File: src/rtl/adc_capture_pkg.sv
// Shared types for the ADC capture controller: acquisition states and capture modes.
package adc_capture_pkg;

    typedef enum logic [1:0] {
        IDLE = 2'd0,
        RUN  = 2'd1,
        POST = 2'd2,
        DONE = 2'd3
    } acq_state_t;

    typedef enum logic {
        MODE_ONESHOT = 1'b0,
        MODE_RING    = 1'b1
    } acq_mode_t;

    localparam int DECIM_W = 8;

endpackage

File: src/rtl/adc_decim_strobe.sv
// Decimation strobe: passes every (load_val+1)-th valid, starting with the first after clear.
module adc_decim_strobe
    import adc_capture_pkg::*;
(
    input  logic               sys_clk,
    input  logic               sys_rst_n,
    input  logic               clear,
    input  logic               valid_i,
    input  logic [DECIM_W-1:0] load_val,
    output logic               accept_o
);

    logic [DECIM_W-1:0] cnt;

    always_comb begin
        accept_o = valid_i && (cnt == '0);
    end

    always_ff @(posedge sys_clk) begin
        if (!sys_rst_n || clear) begin
            cnt <= '0;
        end else if (valid_i) begin
            cnt <= accept_o ? load_val : cnt - 1'b1;
        end
    end

endmodule

File: src/rtl/adc_capture_ctrl.sv
// ADC capture controller: decimated single-channel capture into RAM, one-shot or ring with trigger.
module adc_capture_ctrl
    import adc_capture_pkg::*;
#(
    parameter int                DATA_W    = 32,
    parameter int                NUM_CH    = 2,
    parameter int                ADDR_W    = 13,
    parameter logic [ADDR_W-1:0] BASE_ADDR = 13'h800,
    parameter int                MAX_LEN   = 4096,
    localparam int               CH_W      = (NUM_CH > 1) ? $clog2(NUM_CH) : 1,
    localparam int               LEN_W     = $clog2(MAX_LEN) + 1
) (
    input  logic                     sys_clk,
    input  logic                     sys_rst_n,
    input  logic [NUM_CH*DATA_W-1:0] adc_sample_in,
    input  logic                     adc_valid_i,
    input  logic                     csr_start_i,
    input  logic                     csr_abort_i,
    input  logic                     csr_mode_i,
    input  logic [CH_W-1:0]          csr_ch_sel_i,
    input  logic [DECIM_W-1:0]       csr_decim_i,
    input  logic [LEN_W-1:0]         csr_len_i,
    input  logic [LEN_W-1:0]         csr_post_len_i,
    input  logic                     trig_i,
    output logic                     csr_busy_o,
    output logic                     csr_done_o,
    output logic [ADDR_W-1:0]        csr_trig_addr_o,
    output logic                     adc_we_o,
    output logic [DATA_W-1:0]        adc_data_o,
    output logic [ADDR_W-1:0]        adc_addr_o
);

    localparam int OFF_W = LEN_W - 1;

    acq_state_t         state, state_n;
    acq_mode_t          mode_q;
    logic [CH_W-1:0]    ch_q;
    logic [DECIM_W-1:0] decim_q;
    logic [LEN_W-1:0]   len_q, post_q, wr_cnt, post_cnt;
    logic [LEN_W-1:0]   len_eff, post_eff;
    logic [OFF_W-1:0]   offset;
    logic               trig_pend;
    logic               active, strobe, accept, start_go, trig_now;
    logic [DATA_W-1:0]  ch_data;

    assign active = (state == RUN) || (state == POST);
    assign accept = strobe && active && !csr_abort_i;

    adc_decim_strobe u_decim (
        .sys_clk   (sys_clk),
        .sys_rst_n (sys_rst_n),
        .clear     (start_go || csr_abort_i),
        .valid_i   (adc_valid_i && active),
        .load_val  (decim_q),
        .accept_o  (strobe)
    );

    always_comb begin
        ch_data = '0;
        for (int unsigned i = 0; i < NUM_CH; i++) begin
            if (ch_q == CH_W'(i)) ch_data = adc_sample_in[i*DATA_W +: DATA_W];
        end
    end

    always_comb begin
        len_eff = csr_len_i;
        if (csr_len_i == '0 || csr_len_i > LEN_W'(MAX_LEN)) len_eff = LEN_W'(MAX_LEN);
        post_eff = csr_post_len_i;
        if (csr_post_len_i > LEN_W'(MAX_LEN - 1)) post_eff = LEN_W'(MAX_LEN - 1);
    end

    always_ff @(posedge sys_clk) begin
        if (!sys_rst_n) state <= IDLE;
        else            state <= state_n;
    end

    // A trigger with no accepted sample is held pending; the next accepted sample becomes the trigger sample.
    always_comb begin
        state_n  = state;
        start_go = 1'b0;
        trig_now = 1'b0;
        if (csr_abort_i) begin
            state_n = IDLE;
        end else begin
            case (state)
                IDLE, DONE: begin
                    if (csr_start_i) begin
                        state_n  = RUN;
                        start_go = 1'b1;
                    end
                end
                RUN: begin
                    if (mode_q == MODE_ONESHOT) begin
                        if (accept && wr_cnt == len_q - LEN_W'(1)) state_n = DONE;
                    end else if (trig_i) begin
                        trig_now = accept;
                        state_n  = (accept && post_q == '0) ? DONE : POST;
                    end
                end
                POST: begin
                    if (accept) begin
                        if (trig_pend) begin
                            trig_now = 1'b1;
                            if (post_q == '0) state_n = DONE;
                        end else if (post_cnt == post_q - LEN_W'(1)) begin
                            state_n = DONE;
                        end
                    end
                end
                default: state_n = IDLE;
            endcase
        end
    end

    always_comb begin
        csr_busy_o = active;
        csr_done_o = (state == DONE);
    end

    always_ff @(posedge sys_clk) begin
        if (!sys_rst_n) begin
            mode_q          <= MODE_ONESHOT;
            ch_q            <= '0;
            decim_q         <= '0;
            len_q           <= '0;
            post_q          <= '0;
            wr_cnt          <= '0;
            post_cnt        <= '0;
            offset          <= '0;
            trig_pend       <= 1'b0;
            adc_we_o        <= 1'b0;
            adc_data_o      <= '0;
            adc_addr_o      <= BASE_ADDR;
            csr_trig_addr_o <= BASE_ADDR;
        end else begin
            adc_we_o <= accept;
            if (accept) begin
                adc_data_o <= ch_data;
                adc_addr_o <= BASE_ADDR + ADDR_W'(offset);
                offset     <= offset + 1'b1;
                if (mode_q == MODE_ONESHOT) wr_cnt <= wr_cnt + 1'b1;
                if (state == POST && !trig_pend) post_cnt <= post_cnt + 1'b1;
            end
            if (trig_now) begin
                csr_trig_addr_o <= BASE_ADDR + ADDR_W'(offset);
                trig_pend       <= 1'b0;
            end else if (state == RUN && state_n == POST) begin
                trig_pend <= 1'b1;
            end
            if (start_go) begin
                mode_q    <= acq_mode_t'(csr_mode_i);
                ch_q      <= csr_ch_sel_i;
                decim_q   <= csr_decim_i;
                len_q     <= len_eff;
                post_q    <= post_eff;
                wr_cnt    <= '0;
                post_cnt  <= '0;
                offset    <= '0;
                trig_pend <= 1'b0;
            end
        end
    end

endmodule
File: config.mk
export PLATFORM = sky130hd
export DESIGN_NAME = adc_capture_ctrl
export DESIGN_NICKNAME = d
export VERILOG_FILES = /design/src/rtl/adc_capture_pkg.sv /design/src/rtl/adc_decim_strobe.sv /design/src/rtl/adc_capture_ctrl.sv
export SDC_FILE = /design/constraint.sdc
export NUM_CORES = 1
export LEC_CHECK = 0
export CORE_ASPECT_RATIO = 1.5
export CORE_MARGIN = 5
export CORE_UTILIZATION = 40
export DETAILED_ROUTE_END_ITERATION = 8
export GPL_ROUTABILITY_DRIVEN = 0
export PLACE_DENSITY = 0.67
export SYNTH_ARGS = -nofsm -noshare
export SYNTH_HDL_FRONTEND = slang
export SYNTH_SLANG_ARGS = --single-unit
File: constraint.sdc
create_clock -name sys_clk -period 6.59 [get_ports sys_clk]
set_input_delay 0.659 -clock sys_clk [delete_from_list [all_inputs] [get_ports sys_clk]]
set_output_delay 0.659 -clock sys_clk [all_outputs]
set_load 0.01 [all_outputs]
==> results of run 1 <==
-- flip-flops by register name (all words and copies together) (netlist names) --
| name | count |
|---|---|
| adc_addr_o | 13 |
| wr_cnt | 13 |
| ch_q | 1 |
| decim_q | 8 |
| offset | 12 |
| csr_trig_addr_o | 13 |
| trig_pend | 1 |
| adc_data_o | 32 |
| mode_q | 1 |
| post_q | 13 |
| u_decim.cnt | 8 |
| post_cnt | 13 |
| adc_we_o | 1 |
| state | 2 |
| len_q | 13 |
-- layout make-up --
type / instances / area (um^2)
fillers: 1633 / 7930
well taps: 213 / 267
inverters: 15 / 56.3
multi-input cells: 584 / 3780
clock buffers: 18 / 439
repair buffers: 171 / 1690
clock inverters: 13 / 151
flip-flops and latches: 144 / 2880
-- synth_stat cells, drive strengths merged, types with 3 or more instances --
library cell	number
dfxtp	144
nand2	126
nor2	58
mux2i	44
clkbuf	40
o21ai	37
o211a	32
xor2	30
xnor2	23
a21oi	22
a22o	21
nand3	19
inv	15
nor4	15
nor2b	14
a21boi	13
nand4	13
nor3	13
ha	9
or3	9
nand2b	8
and3	7
or4	6
buf	5
nand3b	5
nor3b	5
o31ai	5
a31oi	4
and2	4
o211ai	4
o21a	4
and3b	3
o311a	3
or2	3
or3b	3
-- power by group --
| part | internal, mW | total, mW | switching, mW |
|---|---|---|---|
| clock | 0.573 | 0.972 | 0.398 |
| sequential | 0.892 | 0.917 | 0.0249 |
| combinational | 0.141 | 0.259 | 0.118 |
| total | 1.61 | 2.15 | 0.541 |
-- cell families (layout without fill, tap and decap cells) --
kind of cell | count (synthesis) | in the layout
buffers and inverters | 61 | 217
adder cells (fa/ha/maj) | 9 | 9
XOR/XNOR | 53 | 53
flip-flops | 144 | 144
AND/OR/NAND/NOR | 316 | 316
multiplexers | 46 | 46
AO/OA/AOI/OAI | 160 | 160
-- routing by layer --
layer	track usage [%]	part of all wire, %	up-vias
met5	0	0	-
met4	6.34	2.0	0
met3	7.61	9.1	25
met2	34.5	51	174
met1	19.3	38	2835
li1	-	-	3075
-- worst max-delay path by stage --
stage	start	end
finish	state[0]	trig_pend
global route	state[0]	wr_cnt[11]
floorplan	state[0]	csr_trig_addr_o[10]
CTS	state[0]	wr_cnt[11]
detailed placement	adc_valid_i	wr_cnt[11]
global placement	adc_valid_i	wr_cnt[11]
-- critical path: stages, from the launching register on --
cell,delay [ns]
dfxtp_1,0.38
inv_1,0.08
ha_1,0.40
and3b_1,0.31
and4_2,0.22
buf_4,0.61
or2b_2,0.41
a2111oi_2,0.22
a41oi_1,0.21
and3_1,0.23
o31ai_1,0.24
==> impl_metrics.yaml, run 1 <==
run_status:
  outcome: "finished clean"
cts:
  clock_path_buffers: 2
  root_buffer: "clkbuf_16"
  cts_buffers: 17
  numClockSinks: 144
  cts_tree: "yes"
  postCtsResizedCells: 0
  path_clk_slew_ns: 0.06
  h-tree-depth: 4
  cts_hold_buffers: 0
  worstSkewPairLatency_ns: 0.43
  cts_setup_buffers: 0
finish:
  fin_area_mm2: 0.00927
  fin_cells: 1158
  drive_gt1_share_pct: 5.61
  final_common_cell: "clkdlybuf4s50_1"
  diodes: 0
  post-route-util_pct: 53.9
  syn_to_final_growth_pct: 34.2
  final_cell_mix: "clkdlybuf4s50_1, dfxtp_1, nand2_1"
  nets: 1048
placement:
  dp.cells: 1127
  placed_cell_area_mm2: 0.00868
  dpl.hpwl_mm: 13.8
  place_ws_ns: 2.93
  io_buffers: 166
timing:
  rsz0062_at_grt: "no"
  final_max_slew_viol_count: 0
  fin_crit_ns: 3.41
  holdWs_ns: 0.464
  finalClockSkew_ns: 0.0107
  finalSetupViolCount: 0
  slew_headroom_pct: 22.1
  setup_tns_ns: 0
  worst_slew_pin_slew_ns: 1.16
  timing.final.hold_violations: 0
  worst_slack_ns: 3.18
  fmax_mhz: 293
  period_share_pct: 51.7
critical_path:
  start_kind: "flop"
  r2r_end: "trig_pend"
  end_kind: "flop"
  crit_fanout: 84
  reg2reg_from: "state[0]"
  cp.arrival_ns: 3.74
  crit_type: "flop to flop"
  r2r_cells: 10
  crit_required_ns: 6.92
  ff2ff_setup_slack_ns: 3.18
logic_synthesis:
  synth_area_leader_cell: "dfxtp_1"
  synth-simple-area-share_pct: 22.2
  yosysTopAreaCellShare_pct: 41.7
  synth_adder_area_share_pct: 1.63
  synthArstFlopShare_pct: 0
  synthTopCellsByArea: "dfxtp_1, nand2_1, mux2i_1"
  ys_types: 62
  yosys_warnings: 0
  synth_edf_count: 0
  syn_nets: 904
  ys_ff_latch: 144
  ys_seq_area_share_pct: 41.7
  synthesis.area_mm2: 0.00691
  synth-xor-area-share_pct: 6.72
  syn-instance-count: 789
  synth_top_family_by_area: "simple AND/OR/NAND/NOR gates"
  synth_compound_area_share_pct: 17.2
  syn_area_per_cell_um2: 8.75
  synth_ff_type: "dfxtp_1"
  synthMuxAreaShare_pct: 6.70
grt:
  antenna_found_initial: 0
  grt_pass1_vias: 6139
  grt_pass1_wl_mm: 29.8
  grt_usage_pct: 18.9
  overflow: 0
  grt_max_degree: 85
pwr:
  p_per_area_mw_per_mm2: 232
  peakVddDrop_mv: 0.146
  power_leakage_nw: 3.65
  power_mw: 2.15
floorplan:
  fp.coreArea_mm2: 0.0172
  initial_utilization_pct: 40.1
  die_h_um: 171
  dieArea_mm2: 0.0200
  core.rowCount: 59
  die-width_um: 117
  io_pins: 167
flow_run:
  drv_cap: 0
detailed_routing:
  vias_per_cell: 5.28
  drt_iter0_drc: 315
  drt_pass1_iterations: 4
  vias: 6109
  wirelength_mm: 18.6
  wl_per_cell_um: 16.1
  route.antenna.remaining_nets: 0
  drc: 0
hold_path:
  hp-class: "flop to flop"
  hp-start: "adc_addr_o[3]"
  hold_depth: 2
  worst_hold_path.endpoint: "adc_addr_o[3]"
(Power assumes the default switching activity.)
==> inputs of run 2 (changes only) <==
Clock period 6.59 ns to 3.4 ns, I/O delays scaled along.
==> run 2 against run 1 <==
- design area rose by 0.69%
- core utilization rose by 0.37 points
- die area did not move
- combinational power rose by 95%
- setup slack got worse by 2.7 ns
- sequential power rose by 94%
- highest routed layer is now met5
==> impl_metrics.yaml, run 2 (synthesized netlist as in run 1, its figures left out) <==
floorplan:
  dieArea_mm2: 0.0200
  fp.coreArea_mm2: 0.0172
  initial_utilization_pct: 40.1
  io_pins: 167
  die_h_um: 171
  core.rowCount: 59
  die-width_um: 117
finish:
  nets: 1052
  largest-register: "adc_data_o"
  seq_area_mm2: 0.00288
  largest_reg_flops: 32
  diodes: 0
  final_cell_mix: "clkdlybuf4s50_1, dfxtp_1, nand2_1"
  syn_to_final_growth_pct: 35.2
  final_common_cell: "clkdlybuf4s50_1"
  fill_cells: 1595
  multi_input_area_mm2: 0.00378
  drive_gt1_share_pct: 6.11
critical_path:
  crit_fanout: 20
  crit_required_ns: 3.76
  crit_type: "flop to flop"
  cp.arrival_ns: 3.23
  end_kind: "flop"
  start_kind: "flop"
grt:
  overflow: 0
  grt_max_degree: 69
  antenna_found_initial: 1
  grt_pass1_vias: 6049
  grt_pass1_wl_mm: 29.4
  grt_usage_pct: 18.8
timing:
  final_max_slew_viol_count: 0
  slew_headroom_pct: 37.3
  rsz0062_at_grt: "no"
  worst_slew_pin_slew_ns: 0.941
  period_share_pct: 84.4
  holdWs_ns: 0.382
  finalSetupViolCount: 0
  fin_crit_ns: 2.87
  timing.final.hold_violations: 0
  finalClockSkew_ns: 0.0176
  fmax_mhz: 348
  setup_tns_ns: 0
cts:
  postCtsResizedCells: 0
  cts_hold_buffers: 0
  h-tree-depth: 4
  cts_tree: "yes"
  numClockSinks: 144
  clock_path_buffers: 2
  root_buffer: "clkbuf_16"
  worstSkewPairLatency_ns: 0.44
  path_clk_slew_ns: 0.06
  cts_buffers: 17
  cts_setup_buffers: 0
detailed_routing:
  drt_iter0_drc: 274
  vias_per_cell: 5.26
  wl_per_cell_um: 16.1
  drc: 0
  routed.top_layer: "met5"
  wl_met1_mm: 7.08
  drt_pass1_iterations: 4
  wl_met3_mm: 1.71
  wirelength_mm: 18.7
  route.antenna.remaining_nets: 0
  vias: 6123
  wl_met2_mm: 9.59
pwr:
  p_per_area_mw_per_mm2: 455
  peakVddDrop_mv: 0.331
  power_leakage_nw: 3.70
placement:
  dpl.hpwl_mm: 14.1
  io_buffers: 166
flow_run:
  drv_cap: 0
hold_path:
  hp-class: "input pin to flop"
run_status:
  outcome: "finished clean"
-- run 2: changes by cell type in the layout (fill, tap and decap cells not counted) --
| cell | delta |
|---|---|
| clkinv_2 | -1 |
| inv_8 | +4 |
| clkinv_8 | +1 |
| buf_4 | +4 |
| clkinvlp_4 | -3 |
| clkinv_4 | +1 |
| inv_6 | -1 |
-- run 2: metal layers --
metal	track usage [%]	vias to the layer above
met2	34.2	183
met4	6.44	2
met3	7.75	22
li1	-	3087
met1	19.1	2829
met5	0	-
-- run 2: worst paths after layout --
path                     end  depth (start not counted)        from  slack (ns)
hold / removal     offset[1]                          3   sys_rst_n        0.38
setup reg to reg  wr_cnt[10]                          9    state[0]        0.53
hold reg to reg   post_q[11]                          2  post_q[11]        0.46
setup / recovery  wr_cnt[10]                          9    state[0]        0.53
-- run 2: stage by stage --
| step | total power, mW | area, um^2 | setup slack [ns] | instances | utilization (%) |
|---|---|---|---|---|---|
| 6_report | 4.25 | 9330 | 0.529 | 1163 | 54.3 |
| 5_1_grt | 4.43 | 9330 | 0.349 | 1163 | 54.3 |
| 4_1_cts | 4.29 | 9330 | 0.539 | 1163 | 54.3 |
| 3_5_place_dp | 2.32 | 8710 | 0.560 | 1131 | 50.6 |
| 3_3_place_gp | 2.32 | 8710 | 0.609 | 1131 | 50.6 |
| 2_1_floorplan | 2.09 | 6910 | 0.837 | 789 | - |
-- run 2: cell type report --
cell class              instances  share of cell area, %
inverters                      15                  0.603
repair buffers                175                   18.5
flip-flops and latches        144                   30.9
multi-input cells             584                   40.5
clock buffers                  18                   4.71
clock inverters                14                   1.98
well taps                     213                   2.86
-- run 2: report_power, final --
part	leakage, nW	internal (mW)	total [mW]	switching (mW)
logic	2.22	0.275	0.506	0.231
registers	1.17	1.73	1.78	0.0474
clock network	0.308	1.14	1.96	0.822
total	3.70	3.15	4.25	1.10
-- run 2: critical path, stage by stage (launching register included) --
cell     delay [ns]
dfxtp_1        0.38
inv_1          0.08
ha_1           0.40
and3b_1        0.32
nand4_1        0.15
buf_4          0.25
nor4_1         0.47
nand3_1        0.27
or3_1          0.36
a21oi_1        0.14
